===== config.mk =====
export PLATFORM = sky130hd
export DESIGN_NAME = sb_cache_write_port
export DESIGN_NICKNAME = d
export VERILOG_FILES = /design/src/rtl/sb_cache_write_port.sv
export SDC_FILE = /design/constraint.sdc
export NUM_CORES = 1
export LEC_CHECK = 0
export CAP_MARGIN = 30
export CORE_MARGIN = 10
export CORE_UTILIZATION = 31
export CTS_CLUSTER_SIZE = 40
export DETAILED_ROUTE_END_ITERATION = 10
export HOLD_SLACK_MARGIN = 0.15
export PLACE_DENSITY = 0.56
export SLEW_MARGIN = 20
export SYNTH_ARGS = -nofsm -noshare
export SYNTH_HDL_FRONTEND = slang
export SYNTH_SLANG_ARGS = --single-unit

===== constraint.sdc =====
create_clock -name clk -period 24.9 [get_ports clk]
set_clock_uncertainty 0.15 [all_clocks]
set_input_delay 2.49 -clock clk [delete_from_list [all_inputs] [get_ports clk]]
set_output_delay 2.49 -clock clk [all_outputs]
set_load 0.005 [all_outputs]

===== src/rtl/sb_cache_write_port.sv =====
// Store-buffer drain port into a direct-mapped, write-back, write-allocate cache.
// One store is committed at a time; a miss writes back a dirty victim, then fills the line.
module sb_cache_write_port #(
    parameter int DATA_W         = 32,
    parameter int NUM_LINES      = 4,
    parameter int WORDS_PER_LINE = 4
) (
    input  logic                             clk,
    input  logic                             rst,
    input  logic                             CacheWrite,
    input  logic [31:0]                      Address_in,
    input  logic [DATA_W-1:0]                Data_in,
    input  logic                             ByteAddress_in,
    output logic                             CacheReady,
    output logic                             Busy,
    output logic                             MemReq,
    output logic                             MemWE,
    output logic [31:0]                      MemAddr,
    output logic [DATA_W*WORDS_PER_LINE-1:0] MemWData,
    input  logic [DATA_W*WORDS_PER_LINE-1:0] MemRData,
    input  logic                             MemAck
);
    localparam int LINE_W = DATA_W * WORDS_PER_LINE;
    localparam int LANES  = DATA_W / 8;
    localparam int LANE_W = $clog2(LANES);
    localparam int WORD_W = $clog2(WORDS_PER_LINE);
    localparam int IDX_W  = $clog2(NUM_LINES);
    localparam int OFF_W  = WORD_W + LANE_W;
    localparam int TAG_W  = 32 - IDX_W - OFF_W;

    typedef enum logic [1:0] {IDLE, LOOKUP, WRITEBACK, FILL} state_t;

    state_t               state_reg, state_next;
    logic [31:0]          req_addr_reg, req_addr_next;
    logic [DATA_W-1:0]    req_data_reg, req_data_next;
    logic                 req_byte_reg, req_byte_next;
    logic                 ready_reg, ready_next;
    logic                 busy_reg, busy_next;
    logic                 mem_req_reg, mem_req_next;
    logic                 mem_we_reg, mem_we_next;
    logic [31:0]          mem_addr_reg, mem_addr_next;
    logic [LINE_W-1:0]    mem_wdata_reg, mem_wdata_next;
    logic [NUM_LINES-1:0] valid_reg, valid_next;
    logic [NUM_LINES-1:0] dirty_reg, dirty_next;

    logic [LINE_W-1:0]    data_mem [NUM_LINES];
    logic [TAG_W-1:0]     tag_mem  [NUM_LINES];

    logic [LANE_W-1:0]    req_lane;
    logic [WORD_W-1:0]    req_word;
    logic [IDX_W-1:0]     req_idx;
    logic [TAG_W-1:0]     req_tag;
    logic [LINE_W-1:0]    line_rd;
    logic [LINE_W-1:0]    line_merged;
    logic [LINE_W-1:0]    line_wdata;
    logic [DATA_W-1:0]    line_words [WORDS_PER_LINE];
    logic [DATA_W-1:0]    word_merged;
    logic                 line_we;
    logic                 tag_we;
    logic                 hit;

    assign req_lane = req_addr_reg[LANE_W-1:0];
    assign req_word = req_addr_reg[OFF_W-1:LANE_W];
    assign req_idx  = req_addr_reg[OFF_W+IDX_W-1:OFF_W];
    assign req_tag  = req_addr_reg[31:32-TAG_W];

    assign line_rd = data_mem[req_idx];
    assign hit     = valid_reg[req_idx] && (tag_mem[req_idx] == req_tag);

    genvar gi;
    generate
        for (gi = 0; gi < WORDS_PER_LINE; gi++) begin : g_word
            assign line_words[gi] = line_rd[gi*DATA_W +: DATA_W];
            assign line_merged[gi*DATA_W +: DATA_W] =
                (req_word == WORD_W'(gi)) ? word_merged : line_words[gi];
        end
        for (gi = 0; gi < LANES; gi++) begin : g_lane
            // Byte stores always carry their byte in the low lane of the data.
            assign word_merged[gi*8 +: 8] =
                !req_byte_reg                ? req_data_reg[gi*8 +: 8] :
                (req_lane == LANE_W'(gi))    ? req_data_reg[7:0]       :
                                               line_words[req_word][gi*8 +: 8];
        end
    endgenerate

    always_comb begin
        state_next     = state_reg;
        req_addr_next  = req_addr_reg;
        req_data_next  = req_data_reg;
        req_byte_next  = req_byte_reg;
        ready_next     = 1'b0;
        mem_req_next   = mem_req_reg;
        mem_we_next    = mem_we_reg;
        mem_addr_next  = mem_addr_reg;
        mem_wdata_next = mem_wdata_reg;
        valid_next     = valid_reg;
        dirty_next     = dirty_reg;
        line_we        = 1'b0;
        line_wdata     = line_merged;
        tag_we         = 1'b0;

        case (state_reg)
            IDLE: begin
                // The initiator still holds CacheWrite on the edge that sees CacheReady.
                if (CacheWrite && !ready_reg) begin
                    req_addr_next = Address_in;
                    req_data_next = Data_in;
                    req_byte_next = ByteAddress_in;
                    state_next    = LOOKUP;
                end
            end
            LOOKUP: begin
                if (hit) begin
                    line_we             = 1'b1;
                    dirty_next[req_idx] = 1'b1;
                    ready_next          = 1'b1;
                    state_next          = IDLE;
                end else if (valid_reg[req_idx] && dirty_reg[req_idx]) begin
                    state_next     = WRITEBACK;
                    mem_req_next   = 1'b1;
                    mem_we_next    = 1'b1;
                    mem_addr_next  = {tag_mem[req_idx], req_idx, {OFF_W{1'b0}}};
                    mem_wdata_next = line_rd;
                end else begin
                    state_next    = FILL;
                    mem_req_next  = 1'b1;
                    mem_we_next   = 1'b0;
                    mem_addr_next = {req_tag, req_idx, {OFF_W{1'b0}}};
                end
            end
            WRITEBACK: begin
                if (mem_req_reg && MemAck) begin
                    dirty_next[req_idx] = 1'b0;
                    mem_req_next        = 1'b0;
                    mem_we_next         = 1'b0;
                    mem_addr_next       = {req_tag, req_idx, {OFF_W{1'b0}}};
                    state_next          = FILL;
                end
            end
            FILL: begin
                // Arriving from a writeback, the request stays low for one cycle first.
                if (!mem_req_reg) begin
                    mem_req_next = 1'b1;
                end else if (MemAck) begin
                    line_we             = 1'b1;
                    line_wdata          = MemRData;
                    tag_we              = 1'b1;
                    valid_next[req_idx] = 1'b1;
                    dirty_next[req_idx] = 1'b0;
                    mem_req_next        = 1'b0;
                    state_next          = LOOKUP;
                end
            end
            default: state_next = IDLE;
        endcase

        busy_next = (state_next != IDLE);
    end

    always_ff @(posedge clk or negedge rst) begin
        if (!rst) begin
            state_reg     <= IDLE;
            req_addr_reg  <= '0;
            req_data_reg  <= '0;
            req_byte_reg  <= 1'b0;
            ready_reg     <= 1'b0;
            busy_reg      <= 1'b0;
            mem_req_reg   <= 1'b0;
            mem_we_reg    <= 1'b0;
            mem_addr_reg  <= '0;
            mem_wdata_reg <= '0;
            valid_reg     <= '0;
            dirty_reg     <= '0;
        end else begin
            state_reg     <= state_next;
            req_addr_reg  <= req_addr_next;
            req_data_reg  <= req_data_next;
            req_byte_reg  <= req_byte_next;
            ready_reg     <= ready_next;
            busy_reg      <= busy_next;
            mem_req_reg   <= mem_req_next;
            mem_we_reg    <= mem_we_next;
            mem_addr_reg  <= mem_addr_next;
            mem_wdata_reg <= mem_wdata_next;
            valid_reg     <= valid_next;
            dirty_reg     <= dirty_next;
        end
    end

    // Line data and tags are only meaningful under a set valid bit, so they carry no reset.
    always_ff @(posedge clk) begin
        if (line_we) begin
            data_mem[req_idx] <= line_wdata;
        end
        if (tag_we) begin
            tag_mem[req_idx] <= req_tag;
        end
    end

    assign CacheReady = ready_reg;
    assign Busy       = busy_reg;
    assign MemReq     = mem_req_reg;
    assign MemWE      = mem_we_reg;
    assign MemAddr    = mem_addr_reg;
    assign MemWData   = mem_wdata_reg;

endmodule

# Yosys cells after proc, flatten, opt, wreduce, memory -nomap -nowiden
# Memory sizes are Yosys's and may differ from the RTL's.
# Cells that the tools add are included.
[word_totals]
reg_bits = 239
latchBits = 0
ram_bits = 616
mem_bits_ro = 0
input_bits = 197
output_inout_bits = 164
word_cells = 114
memories = 2
[mem_list]
columns = ["name", "words", "word_bits", "rd", "rd_ports_with_merged_regs", "wr", "line_no", "source"]
rows = [
  ["data_mem", 4, 128, 1, 0, 1, "46", "logic [LINE_W-1:0] data_mem [NUM_LINES];"],
  ["tag_mem", 4, 26, 1, 0, 1, "47", "logic [TAG_W-1:0] tag_mem [NUM_LINES];"],
]
[classes]
add_sub_neg = 0
n_mul = 0
div = 0
order_cmp = 3
eq_ne = 15
n_shift = 0
mux = 58
n_bitwise = 6
reduce_logical = 18
[ops]
columns = ["op", "n"]
rows = [
  ["$mux W128", 3],
  ["$mux W32", 9],
  ["$bmux W32 S2", 1],
  ["$mux W8", 8],
  ["$pmux W32 S2", 1],
  ["$eq A26 B26 Y1", 1],
  ["$mux W1", 19],
  ["$mux W4", 4],
  ["$eq A2 B2 Y1 const B", 6],
  ["$pmux W4 S3", 1],
  ["$reduce_and A3 Y1", 4],
  ["$mux W2", 5],
  ["$ne A2 B2 Y1 const B", 5],
  ["$or A4 B4 Y4", 2],
  ["$pmux W2 S4", 1],
  ["$eq A2 B1 Y1 const B", 3],
  ["$logic_not A2 Y1", 3],
  ["$logic_and A1 B1 Y1", 5],
  ["$reduce_and A5 Y1", 1],
  ["$and A4 B4 Y4", 1],
  ["$bmux W1 S2", 2],
  ["$not A4 Y4", 1],
  ["$pmux W1 S2", 2],
  ["$reduce_bool A2 Y1", 2],
  ["10 further kinds", 10],
]

# Logic depth before layout (Yosys ltp)
# Gate-level depths: netlist of run 1.
[depth]
ltp_word = 10
depth_mapped = 13
mapped_depth_nobuf = 7

# Worst setup path before layout of run 1
# No wires, ideal clock.
[synth_path]
path_kind = "input-to-reg"
startpoint = "input MemAck"
endpoint = "memory data_mem[0][0] in the netlist's numbering, enable pin"
setup_time_ps = 658
arrival_time_ps = 8979
t_required_ps = 24092
path_slack_ps = 15113
stages = 3
n_path_buf = 1
path_cell_list = "nand4_1 > clkbuf_1 > a21oi_1"
[synth_via]
elab_chain_cells = 5
[synth_lines]
columns = ["item", "line_no", "source"]
rows = [
  ["from (decl)", "21", "input logic MemAck"],
  ["$mux W1", "144", "end else if (MemAck) begin"],
  ["$mux W1", "142", "if (!mem_req_reg) begin"],
  ["$pmux W1 S2", "102", "case (state_reg)"],
  ["$mux W1", "192", "if (line_we) begin"],
  ["$mux W1 (implied by the code)", "193", "data_mem[req_idx] <= line_wdata;"],
  ["to (decl)", "46", ""],
]
# No other way between the ends.

# Worst setup path in the final report of run 1
[layout_path]
startpoint = "register req_addr_reg[4]"
endpoint = "memory data_mem[2][102] in the netlist's numbering, enable pin"
[layout_via]
elab_chain_cells = 7
word_cells_on_any_way = 9
[layout_lines]
columns = ["item", "line_no", "source"]
rows = [
  ["from (decl)", "34", "logic [31:0] req_addr_reg, req_addr_next;"],
  ["from (signal assigned)", "176", "req_addr_reg <= req_addr_next;"],
  ["$mem_v2 Z4 W26 or $bmux W1 S2 (tied branches)", "--", ""],
  ["$eq A26 B26 Y1 or $mux W1 (tied branches)", "68", "assign hit = valid_reg[req_idx] && (tag_mem[req_idx] == req_tag);"],
  ["$logic_and A1 B1 Y1", "68", ""],
  ["$mux W1", "113", "if (hit) begin"],
  ["$pmux W1 S2", "102", ""],
  ["$mux W1", "192", ""],
  ["$mux W1 (implied by the code)", "193", ""],
]
# Several ways; a longest one is shown, not always the timed one. The select of a mux whose other input is x is not followed.

==> results of run 1 <==
## power by group
group | internal, mW | leakage [nW] | total, mW | switching [mW]
Sequential | 2.21 | 8.52 | 2.49 | 0.280
Clock | 0.829 | 1.57 | 1.41 | 0.585
Combinational | 1.00 | 5.58 | 2.38 | 1.38
## cells in the final DEF (no fill, tap or decap), types with 51 or more instances in the layout
cell,n
mux4_2,181
nor2_1,174
mux2_1,129
edfxtp_1,616
clkbuf_16,99
o21ai_0,54
a21oi_1,231
mux2_2,51
clkdlybuf4s50_1,355
dfrtp_1,230
nand2_1,383
## worst register-to-register path: stages (launching register included)
cell and delay, ns:
dfrtp_4 1.00, mux2i_1 0.37, a32o_1 0.32, or4_1 0.50
or4_1 0.52, a2111oi_4 0.67, nand2_1 0.48, a21oi_4 0.84
buf_4 0.63, buf_12 0.32
## cells by family (layout without fill, tap and decap cells)
kind of cell	count (synthesis)	count (layout)	share of synthesized area
DFF	851	851	0.675
xor gates and xnor gates	18	18	0.00437
and+or+nand+nor	628	628	0.0697
buffers and inverters	166	581	0.0218
muxes	392	392	0.178
other	1	8	0.000104
AOI/OAI and AO/OA	340	340	0.0508
## synthesized netlist by cell type, types with 14 or more instances
cell      count
dfrtp_1     235
mux4_2      181
a21oi_1     235
mux2_2       51
o21ai_0      54
xnor2_1      17
a31oi_1      25
buf_2        19
nand2_1     385
mux2_1      129
edfxtp_1    616
buf_1        16
mux2i_1      29
nor2_1      181
clkbuf_1    101
buf_6        14
## per-layer routing
| metal | share of wire | track usage | wire, um | vias up |
|---|---|---|---|---|
| met4 | 0.021 | 0.0447 | 2450 | 8 |
| met2 | 0.47 | 0.271 | 53900 | 876 |
| met3 | 0.096 | 0.0497 | 10900 | 134 |
| met5 | 0.00044 | 0 | 50 | - |
| li1 | - | - | - | 9697 |
| met1 | 0.41 | 0.226 | 46900 | 11600 |
## worst paths after layout
path	startpoint	to	slack, ns
setup / recovery	req_addr_reg[4]$_DFFE_PN0P_	data_mem[2][102]$_DFFE_PP_	18.72
max in group asynchronous	rst	req_addr_reg[2]$_DFFE_PN0P_	20.93
setup reg to reg	req_addr_reg[4]$_DFFE_PN0P_	data_mem[2][102]$_DFFE_PP_	18.72
min in group asynchronous	rst	req_addr_reg[28]$_DFFE_PN0P_	1.69
hold reg to reg	valid_reg[1]$_DFFE_PN0P_	valid_reg[1]$_DFFE_PN0P_	0.32
hold / removal	valid_reg[1]$_DFFE_PN0P_	valid_reg[1]$_DFFE_PN0P_	0.32
## through the flow
| stage | cell area (um2) | total power, mW | setup WS, ns | util | cells |
|---|---|---|---|---|---|
| 2_1_floorplan | 36100 | 3.88 | 15.11 | - | 2399 |
| 3_3_place_gp | 41300 | 4.88 | 18.49 | 0.356 | 4147 |
| 3_5_place_dp | 41400 | 4.92 | 18.43 | 0.357 | 4153 |
| 4_1_cts | 44600 | 6.35 | 18.59 | 0.385 | 4334 |
| 5_1_grt | 44700 | 6.63 | 18.32 | 0.386 | 4338 |
| 6_report | 44700 | 6.29 | 18.72 | 0.386 | 4342 |
## layout make-up
type | count | area, um2
sequential | 851 | 24400
clock buffer | 131 | 2720
tap | 1524 | 1910
fill | 10800 | 71200
multi-input combinational | 1382 | 11100
inverter | 7 | 26.3
antenna | 4 | 10.0
clock inverter | 50 | 454
timing repair buffer | 393 | 4090
==> results.md, run 1 <==
- Nets: 2928
- Slew @ Worst Pin: 1.07 ns
- Cts-stage hold buffer count: 0
- Largest net degree at the start of global routing: 135
- Final HPWL DP: 73700 um
- Area delta synth->final: 23.8%
- CP endpoint kind: flip-flop
- Top post-synthesis cells by area: edfxtp_1, dfrtp_1, mux4_2, mux2_1, nand2_1
- Critical-path top delay cell: dfrtp_4
- Post-Route WL: 114000 um
- Min cycle time layout: 6.18 ns
- Final setup viols: 0
- Crit path cell chain: mux2i_1 > a32o_1 > or4_1 > or4_1 > a2111oi_4 > nand2_1 > a21oi_4 > buf_4 > buf_12
- Cell Area, Synth: 36100 um2
- Via count: 22300
- Chip width: 361 um
- Hold path cells: 1
- Die Ht: 361 um
- Post-CTS Setup Inserts: 0
- #FFs+latches synth: 851
- Max-slew violation count: 0
- Ys flop type: edfxtp_1
- CTS resizes: 0
- CTS Buf Count: 96
- Clock tree buffer depth: 3
- Initial Util: 0.311
- Max reg flops: 512
- Initial antenna violation count: 11
- Crit-path max cell delay: 1.00 ns
- Post-route DRC: 0
- CP Data Required Time: 25.10 ns
- RePlAce Congestion: 0.800
- Hold crit path type: reg2reg
- PD cells: 141 nW/um2
- Worst EP arrival: 6.38 ns
- Iteration-0 DRC Markers: 2224
- CP Depth: 9
- First-pass GRT wire length: 164000 um
- CP startpoint kind: flip-flop
- Synth top area share: 0.512
- R2R cell count: 9
- ANT nets after route: 0
- WP buf/inv: 2
- H-tree levels: 3
- Routed WL per cell: 26.3 um
- Hold slack: 0.316 ns
- Pleak: 15.7 nW
- Row cnt: 125
- I/O pin cnt: 361
- Worst slew margin: 0.283
- Share of layout cells above drive strength 1: 0.162
- Fmax: 0.162 GHz
- Setup CP Type: reg2reg
- CTS tree: done
- Syn Area/Cell: 15.1 um2
- Vias per cell: 5.13
- Clock transition at path regs: 0.06 ns
- Clk sinks: 851
- Final period utilization: 0.248
- Share of async-settable or async-resettable flops after synthesis: 0.276
- Overflow after GRT: 0
- Peak supply drop: 0.0713 mV
- Setup TNS: 0 ns
- Crit-path max FO: 48
- Register area share after synthesis: 0.675
- Top Family by Delay on Critical Path: compound AO/OA/AOI/OAI gates
- Root Buffer: clkbuf_16
- RSZ-0062 raised after global routing: false
- Area leader, netlist: edfxtp_1
- Register name with the most flops: data_mem
- Max-capacitance violation count: 0
- Outcome: finished clean
- Gate Count Post-Synth: 2396
- Final hold violation count: 0
- Pre-antenna DRT Iters: 6
- Die area: 131000 um2
- Core Footprint: 116000 um2
- Worst-Skew Late Latency: 0.68 ns
- Yosys warnings: 0
- Top cell by count, worst path: or4_1
- EDFF count, synth: 616
- Vias in the first global route: 22600
- Synth unique cells: 52
- Port Buffers: 356
- GRT Total Usage: 0.170
Power figures use the tool's default switching activity.
==> run 2, diff against run 1 <==
Clock period 24.9 ns to 5.9 ns, I/O delays scaled along.
==> run 2 against run 1 <==
Net effect:
- sequential cell count stayed put
- global-route usage is 0.16 points higher
- critical path depth stayed put
- wire length is 0.21% higher
- non-clock buffer count is 22 higher
- via count is 0.71% higher
- combinational power grew to 4.3 times the previous value
- register-to-register slack worse by 18 ns
- maximum frequency is 21% higher
- largest cell class unchanged
- highest routed layer unchanged
==> results.md, run 2 (synthesis results as in run 1) <==
- Outcome: finished clean
- Final setup viols: 0 (unchanged)
- Fmax: 0.196 GHz (+21%)
- Post-route insts no fill: 4362 (+0.46%)
- Register name with the most flops: data_mem
- Hold_sp: Address_in[6]
- CP Data Required Time: 6.13 ns (-18.97 ns)
- PD cells: 594 nW/um2 (+320%)
- Hold crit path type: in2reg
- Flop2flop setup slack: 0.80 ns (-17.92 ns)
- Crit-path max FO: 41 (-15%)
- RePlAce Congestion: 0.826 (+3.2%)
- Fin util: 0.388 (+0.00218)
- Chip width: 361 um (unchanged)
- Routed WL per cell: 26.3 um (-0.25%)
- CP startpoint kind: flip-flop
- Clock tree buffer depth: 3 (unchanged)
- Commonest non-fill, non-tap cell in the layout: edfxtp_1
- Critical Path Sink: data_mem[1][27]$_DFFE_PP_
- Die Ht: 361 um (unchanged)
- Min cycle time layout: 5.10 ns (-1.08 ns)
- RSZ-0062 raised after global routing: false
- Filler instances: 10800 (-0.56%)
- Post-Route WL: 115000 um (+0.21%)
- Pleak: 15.8 nW (+0.60%)
- Vias per cell: 5.14 (+0.25%)
- Row cnt: 125 (unchanged)
- Worst EP arrival: 5.34 ns (-1.04 ns)
- Port Buffers: 356 (unchanged)
- Worst Slack Setup Final: 0.798 ns (-17.92 ns)
- ANT nets after route: 0 (unchanged)
- Vias in the first global route: 23000 (+1.8%)
- Initial antenna violation count: 9 (-2)
- First-pass GRT wire length: 166000 um (+1.1%)
- Die area: 131000 um2 (unchanged)
- Initial Util: 0.311 (unchanged)
- Final hold violation count: 0 (unchanged)
- Reg2Reg Launch Point: req_addr_reg[4]$_DFFE_PN0P_
- Via count: 22400 (+0.71%)
- Max reg flops: 512 (unchanged)
- Slew @ Worst Pin: 1.02 ns (-0.0501 ns)
- Clock transition at path regs: 0.06 ns (about the same)
- Largest net degree at the start of global routing: 129 (-4.4%)
- Register area: 24400 um2 (unchanged)
- Worst-Skew Late Latency: 0.68 ns (about the same)
- R2R cell count: 9 (unchanged)
- I/O pin cnt: 361 (unchanged)
- Share of layout cells above drive strength 1: 0.164 (+0.00274)
- Area occupied by multi-input gates: 11100 um2 (about the same)
- Max-capacitance violation count: 0 (unchanged)
- Most frequent cells in the layout: edfxtp_1, nand2_1, clkdlybuf4s50_1
- CP endpoint kind: flip-flop
- DP Worst Slack: 0.743 ns (-17.69 ns)
- H-tree levels: 3 (unchanged)
- Final instance area: 44900 um2 (+0.57%)
- Core Footprint: 116000 um2 (unchanged)
- Area of placed instances: 41800 um2 (+0.91%)
- Worst slew margin: 0.315 (+0.0319)
- Peak supply drop: 0.359 mV (+400%)
- Max-slew violation count: 0 (unchanged)
- Root Buffer: clkbuf_16
- Pre-antenna DRT Iters: 6 (unchanged)
- Clk sinks: 851 (unchanged)
- Area delta synth->final: 24.5%
- Worst setup path startpoint: req_addr_reg[4]$_DFFE_PN0P_
- Iteration-0 DRC Markers: 2150 (-3.3%)
- Final period utilization: 0.865 (+0.617)
- Pwr Total: 26.7 mW (+320%)
- CTS tree: done
- Overflow after GRT: 0 (unchanged)
- Final HPWL DP: 77200 um (+4.7%)
- CTS Buf Count: 95 (-1.0%)
- Critical R2R Capture: data_mem[1][27]$_DFFE_PP_
- GRT Total Usage: 0.172 (+0.00160)
- Post-route DRC: 0 (unchanged)
- # placed instances: 4178 (+0.60%)
- Nets: 2949 (+0.72%)
- Setup CP Type: reg2reg
-- run 2: cell count changes in the layout (fill, tap and decap cells not counted), sizes merged --
cell,delta
inv,+1
bufinv,+4
clkinv,-3
buf,+21
clkinvlp,+2
clkbuf,-6
dlygate4sd3,+1
-- run 2: area by class of cell --
type	instances	share of cell area
Antenna cell	4	0.000223
Clock buffer	125	0.0570
Clock inverter	54	0.0129
Inverter	7	0.000585
Multi-Input combinational cell	1382	0.247
Sequential cell	851	0.543
Tap cell	1524	0.0424
Timing Repair Buffer	415	0.0973
-- run 2: through the flow --
| step | hold slack (ns) | setup TNS, ns |
|---|---|---|
| final | 0.295 | 0 |
| after global routing | 0.292 | 0 |
| after CTS | 0.254 | 0 |
| after detailed placement | 0.300 | 0 |
| after global placement | 0.297 | 0 |
| after floorplan | 0.144 | -500.27 |
-- run 2: worst min path at each step --
stage | endpoint | slack (ns) | depth (start not counted)
finish | req_addr_reg[6]$_DFFE_PN0P_ | 0.30 | 3
global route | req_addr_reg[17]$_DFFE_PN0P_ | 0.29 | 3
CTS | req_addr_reg[6]$_DFFE_PN0P_ | 0.25 | 3
detailed placement | valid_reg[1]$_DFFE_PN0P_ | 0.30 | 1
floorplan | Busy$_DFF_PN0_ | 0.14 | 0
global placement | valid_reg[0]$_DFFE_PN0P_ | 0.30 | 1
-- run 2: power by group --
| part | internal [mW] | total [mW] | switching (mW) |
|---|---|---|---|
| combinational | 4.33 | 10.2 | 5.88 |
| clock | 3.50 | 5.94 | 2.43 |
| sequential | 9.33 | 10.5 | 1.21 |
-- run 2: worst max-delay path, cell delays in order (launching register included) --
cell	delay (ns)
dfrtp_4	0.91
mux2i_1	0.29
a32o_1	0.32
or4_1	0.52
or4_1	0.56
a2111oi_4	0.32
buf_4	0.24
nand2_1	0.34
a21oi_4	0.81
buf_4	0.33
-- run 2: layer usage --
layer,wire (um),global-route usage
met5,64,0
met4,3030,0.0527
met3,10700,0.0527
met2,52700,0.267
met1,48100,0.230
-- run 2: what timing repair did --
| action | in CTS | in global routing |
|---|---|---|
| buffers inserted | 0 | 0 |
| gates resized for setup | 0 | 0 |
| hold buffers | 1 | 0 |
| endpoints found under the hold margin | 85 | 0 |
==> run 3, diff against run 2 <==
Settings changed: CTS_BUF_LIST set to sky130_fd_sc_hd__clkbuf_4, SKIP_LAST_GASP set to 1.
Clock period 5.9 ns to 6.2 ns, I/O delays scaled along.
==> run 3 against run 2 <==
Net effect:
- critical path depth unchanged
- global-route usage is 0.57 points higher
- die area did not move
- power shrank 6.2%
- wire length grew 3.4%
- clock-buffer cell count rose by 243
- critical endpoint is now data_mem[2][50]$_DFFE_PP_
==> results.md, run 3 (synthesis results as in run 1) <==
- Chip width: 361 um (unchanged)
- Nets: 3207 (+8.7%)
- Pre-antenna DRT Iters: 5 (-1)
- RePlAce Congestion: 0.827 (+0.18%)
- Crit path cell chain: buf_4 > mux4_2 > xnor2_1 > nand4_1 > or3_1 > a2111oi_4 > nand2_1 > a21oi_4 > buf_12
- Flop2flop setup slack: 0.76 ns (-0.04 ns)
- Die area: 131000 um2 (unchanged)
- Post-route insts no fill: 4742 (+8.7%)
- RSZ-0062 raised after global routing: false
- CTS tree: done
- Crit-path max cell delay: 0.88 ns (-0.03 ns)
- GRT Total Usage: 0.178 (+0.00574)
- Final period utilization: 0.877 (+0.0125)
- Clock tree buffer depth: 3 (unchanged)
- Max-slew violation count: 0 (unchanged)
- Max reg flops: 512 (unchanged)
- Pwr Total: 25.0 mW (-6.2%)
- Final setup viols: 0 (unchanged)
- Hold crit path type: in2reg
- Hold EP: data_mem[3][83]$_DFFE_PP_
- # placed instances: 4168 (-0.24%)
- Vias in the first global route: 24800 (+7.7%)
- Fmax: 0.184 GHz (-6.2%)
- CP startpoint kind: flip-flop
- Overflow after GRT: 0 (unchanged)
- Setup CP Type: reg2reg
- CP Data Required Time: 6.76 ns (+0.63 ns)
- CTS Buf Count: 225 (+140%)
- Final HPWL DP: 76500 um (-0.89%)
- Share of layout cells above drive strength 1: 0.220 (+0.0553)
- Row cnt: 125 (unchanged)
- Initial Util: 0.311 (unchanged)
- Hold_sp: MemRData[83]
- Largest net degree at the start of global routing: 135 (+4.7%)
- Post-Route WL: 118000 um (+3.4%)
- Area delta synth->final: 28.0%
- Iteration-0 DRC Markers: 2103 (-2.2%)
- Clock transition at path regs: 0.07 ns (about the same)
- Core Footprint: 116000 um2 (unchanged)
- ANT nets after route: 0 (unchanged)
- Initial antenna violation count: 10 (+1)
- Min cycle time layout: 5.44 ns (+0.337 ns)
- Register area: 24400 um2 (unchanged)
- Die Ht: 361 um (unchanged)
- PD cells: 542 nW/um2 (-8.8%)
- I/O pin cnt: 361 (unchanged)
- Top Family by Delay on Critical Path: compound AO/OA/AOI/OAI gates
- Worst EP arrival: 6.00 ns (+0.66 ns)
- WP buf/inv: 2 (unchanged)
- Area occupied by multi-input gates: 11100 um2 (unchanged)
- Crit-path max FO: 46 (+12%)
- Worst slew margin: 0.331 (+0.0161)
- Via count: 24100 (+7.3%)
- Max-capacitance violation count: 0 (unchanged)
- Critical-path top delay cell: dfrtp_4
- Root Buffer: clkbuf_4
- Slew @ Worst Pin: 1.00 ns (-0.0219 ns)
- Worst-Skew Late Latency: 1.11 ns (+0.43 ns)
- Register name with the most flops: data_mem
- Port Buffers: 356 (unchanged)
- Outcome: finished clean
- CP endpoint kind: flip-flop
- Commonest non-fill, non-tap cell in the layout: edfxtp_1
- Routed WL per cell: 25.0 um (-4.9%)
- Peak supply drop: 0.397 mV (+11%)
- CTS resizes: 0 (unchanged)
- Most frequent cells in the layout: edfxtp_1, nand2_1, clkbuf_4
- Reg2Reg Launch Point: req_addr_reg[4]$_DFFE_PN0P_
- Hold path cells: 3 (unchanged)
- H-tree levels: 4 (+1)
- First-pass GRT wire length: 173000 um (+3.9%)
- Vias per cell: 5.07 (-1.3%)
- Post-route DRC: 0 (unchanged)
- Clk sinks: 851 (unchanged)
- Critical R2R Capture: data_mem[2][50]$_DFFE_PP_
- Pleak: 16.6 nW (+5.5%)
- Final hold violation count: 0 (unchanged)
- R2R cell count: 9 (unchanged)
- Filler instances: 10800 (+0.46%)
[run 3: cell types whose count changed in the layout (fill, tap and decap cells not counted), sizes merged]
| cell | previous run | this run |
|---|---|---|
| inv | 12 | 17 |
| buf | 59 | 50 |
| dlygate4sd3 | 1 | 138 |
| bufinv | 10 | 3 |
| clkinvlp | 3 | 1 |
| diode | 4 | 5 |
| clkinv | 36 | 48 |
| clkbuf | 125 | 368 |
[run 3: layer usage]
| layer | vias to the layer above | track usage | part of all wire |
|---|---|---|---|
| met2 | 1077 | 0.280 | 0.47 |
| met3 | 167 | 0.0512 | 0.086 |
| li1 | 10400 | - | - |
| met4 | 6 | 0.0543 | 0.022 |
| met5 | - | 0 | 0.00032 |
| met1 | 12400 | 0.236 | 0.42 |
[run 3: area by class of cell]
| cell class | count | area share |
|---|---|---|
| sequential | 851 | 0.528 |
| tap | 1524 | 0.0413 |
| inverter | 7 | 0.000569 |
| timing repair buffer | 543 | 0.123 |
| clock inverter | 62 | 0.00780 |
| clock buffer | 368 | 0.0598 |
| antenna | 5 | 0.000271 |
| multi-input combinational | 1382 | 0.240 |
[run 3: worst max-delay path by stage]
stage	from	cells past startpoint	to
5_1_grt	req_addr_reg[4]$_DFFE_PN0P_	9	data_mem[2][58]$_DFFE_PP_
3_3_place_gp	req_addr_reg[4]$_DFFE_PN0P_	9	data_mem[1][68]$_DFFE_PP_
3_5_place_dp	req_addr_reg[4]$_DFFE_PN0P_	9	data_mem[1][4]$_DFFE_PP_
6_report	req_addr_reg[4]$_DFFE_PN0P_	9	data_mem[2][50]$_DFFE_PP_
2_1_floorplan	req_addr_reg[4]$_DFFE_PN0P_	8	data_mem[0][0]$_DFFE_PP_
4_1_cts	req_addr_reg[4]$_DFFE_PN0P_	9	data_mem[1][103]$_DFFE_PP_
[run 3: timing repair]
item | CTS | global route
endpoints found under the hold margin | 500 | 0
buffers inserted | 0 | 0
setup endpoints to repair | 0 | 0
hold buffers | 139 | 0
[run 3: through the flow]
stage	util	TNS, ns	hold WS (ns)	cell area (um2)	setup WS (ns)
3_3_place_gp	0.358	0	0.302	41500	0.786
4_1_cts	0.399	0	0.151	46200	0.682
5_1_grt	0.399	0	0.199	46200	0.447
3_5_place_dp	0.360	0	0.299	41700	0.761
6_report	0.399	0	0.261	46200	0.761
2_1_floorplan	-	-346.67	0.174	36100	-0.677
[run 3: where the power goes]
part	switching [mW]	internal, mW
registers	1.21	8.88
clock network	2.40	2.82
logic	5.57	4.16
[run 3: worst min-delay path: stages]
cell and delay, ns:
clkdlybuf4s50_1 0.39, nor2_1 0.20, a21oi_1 0.12
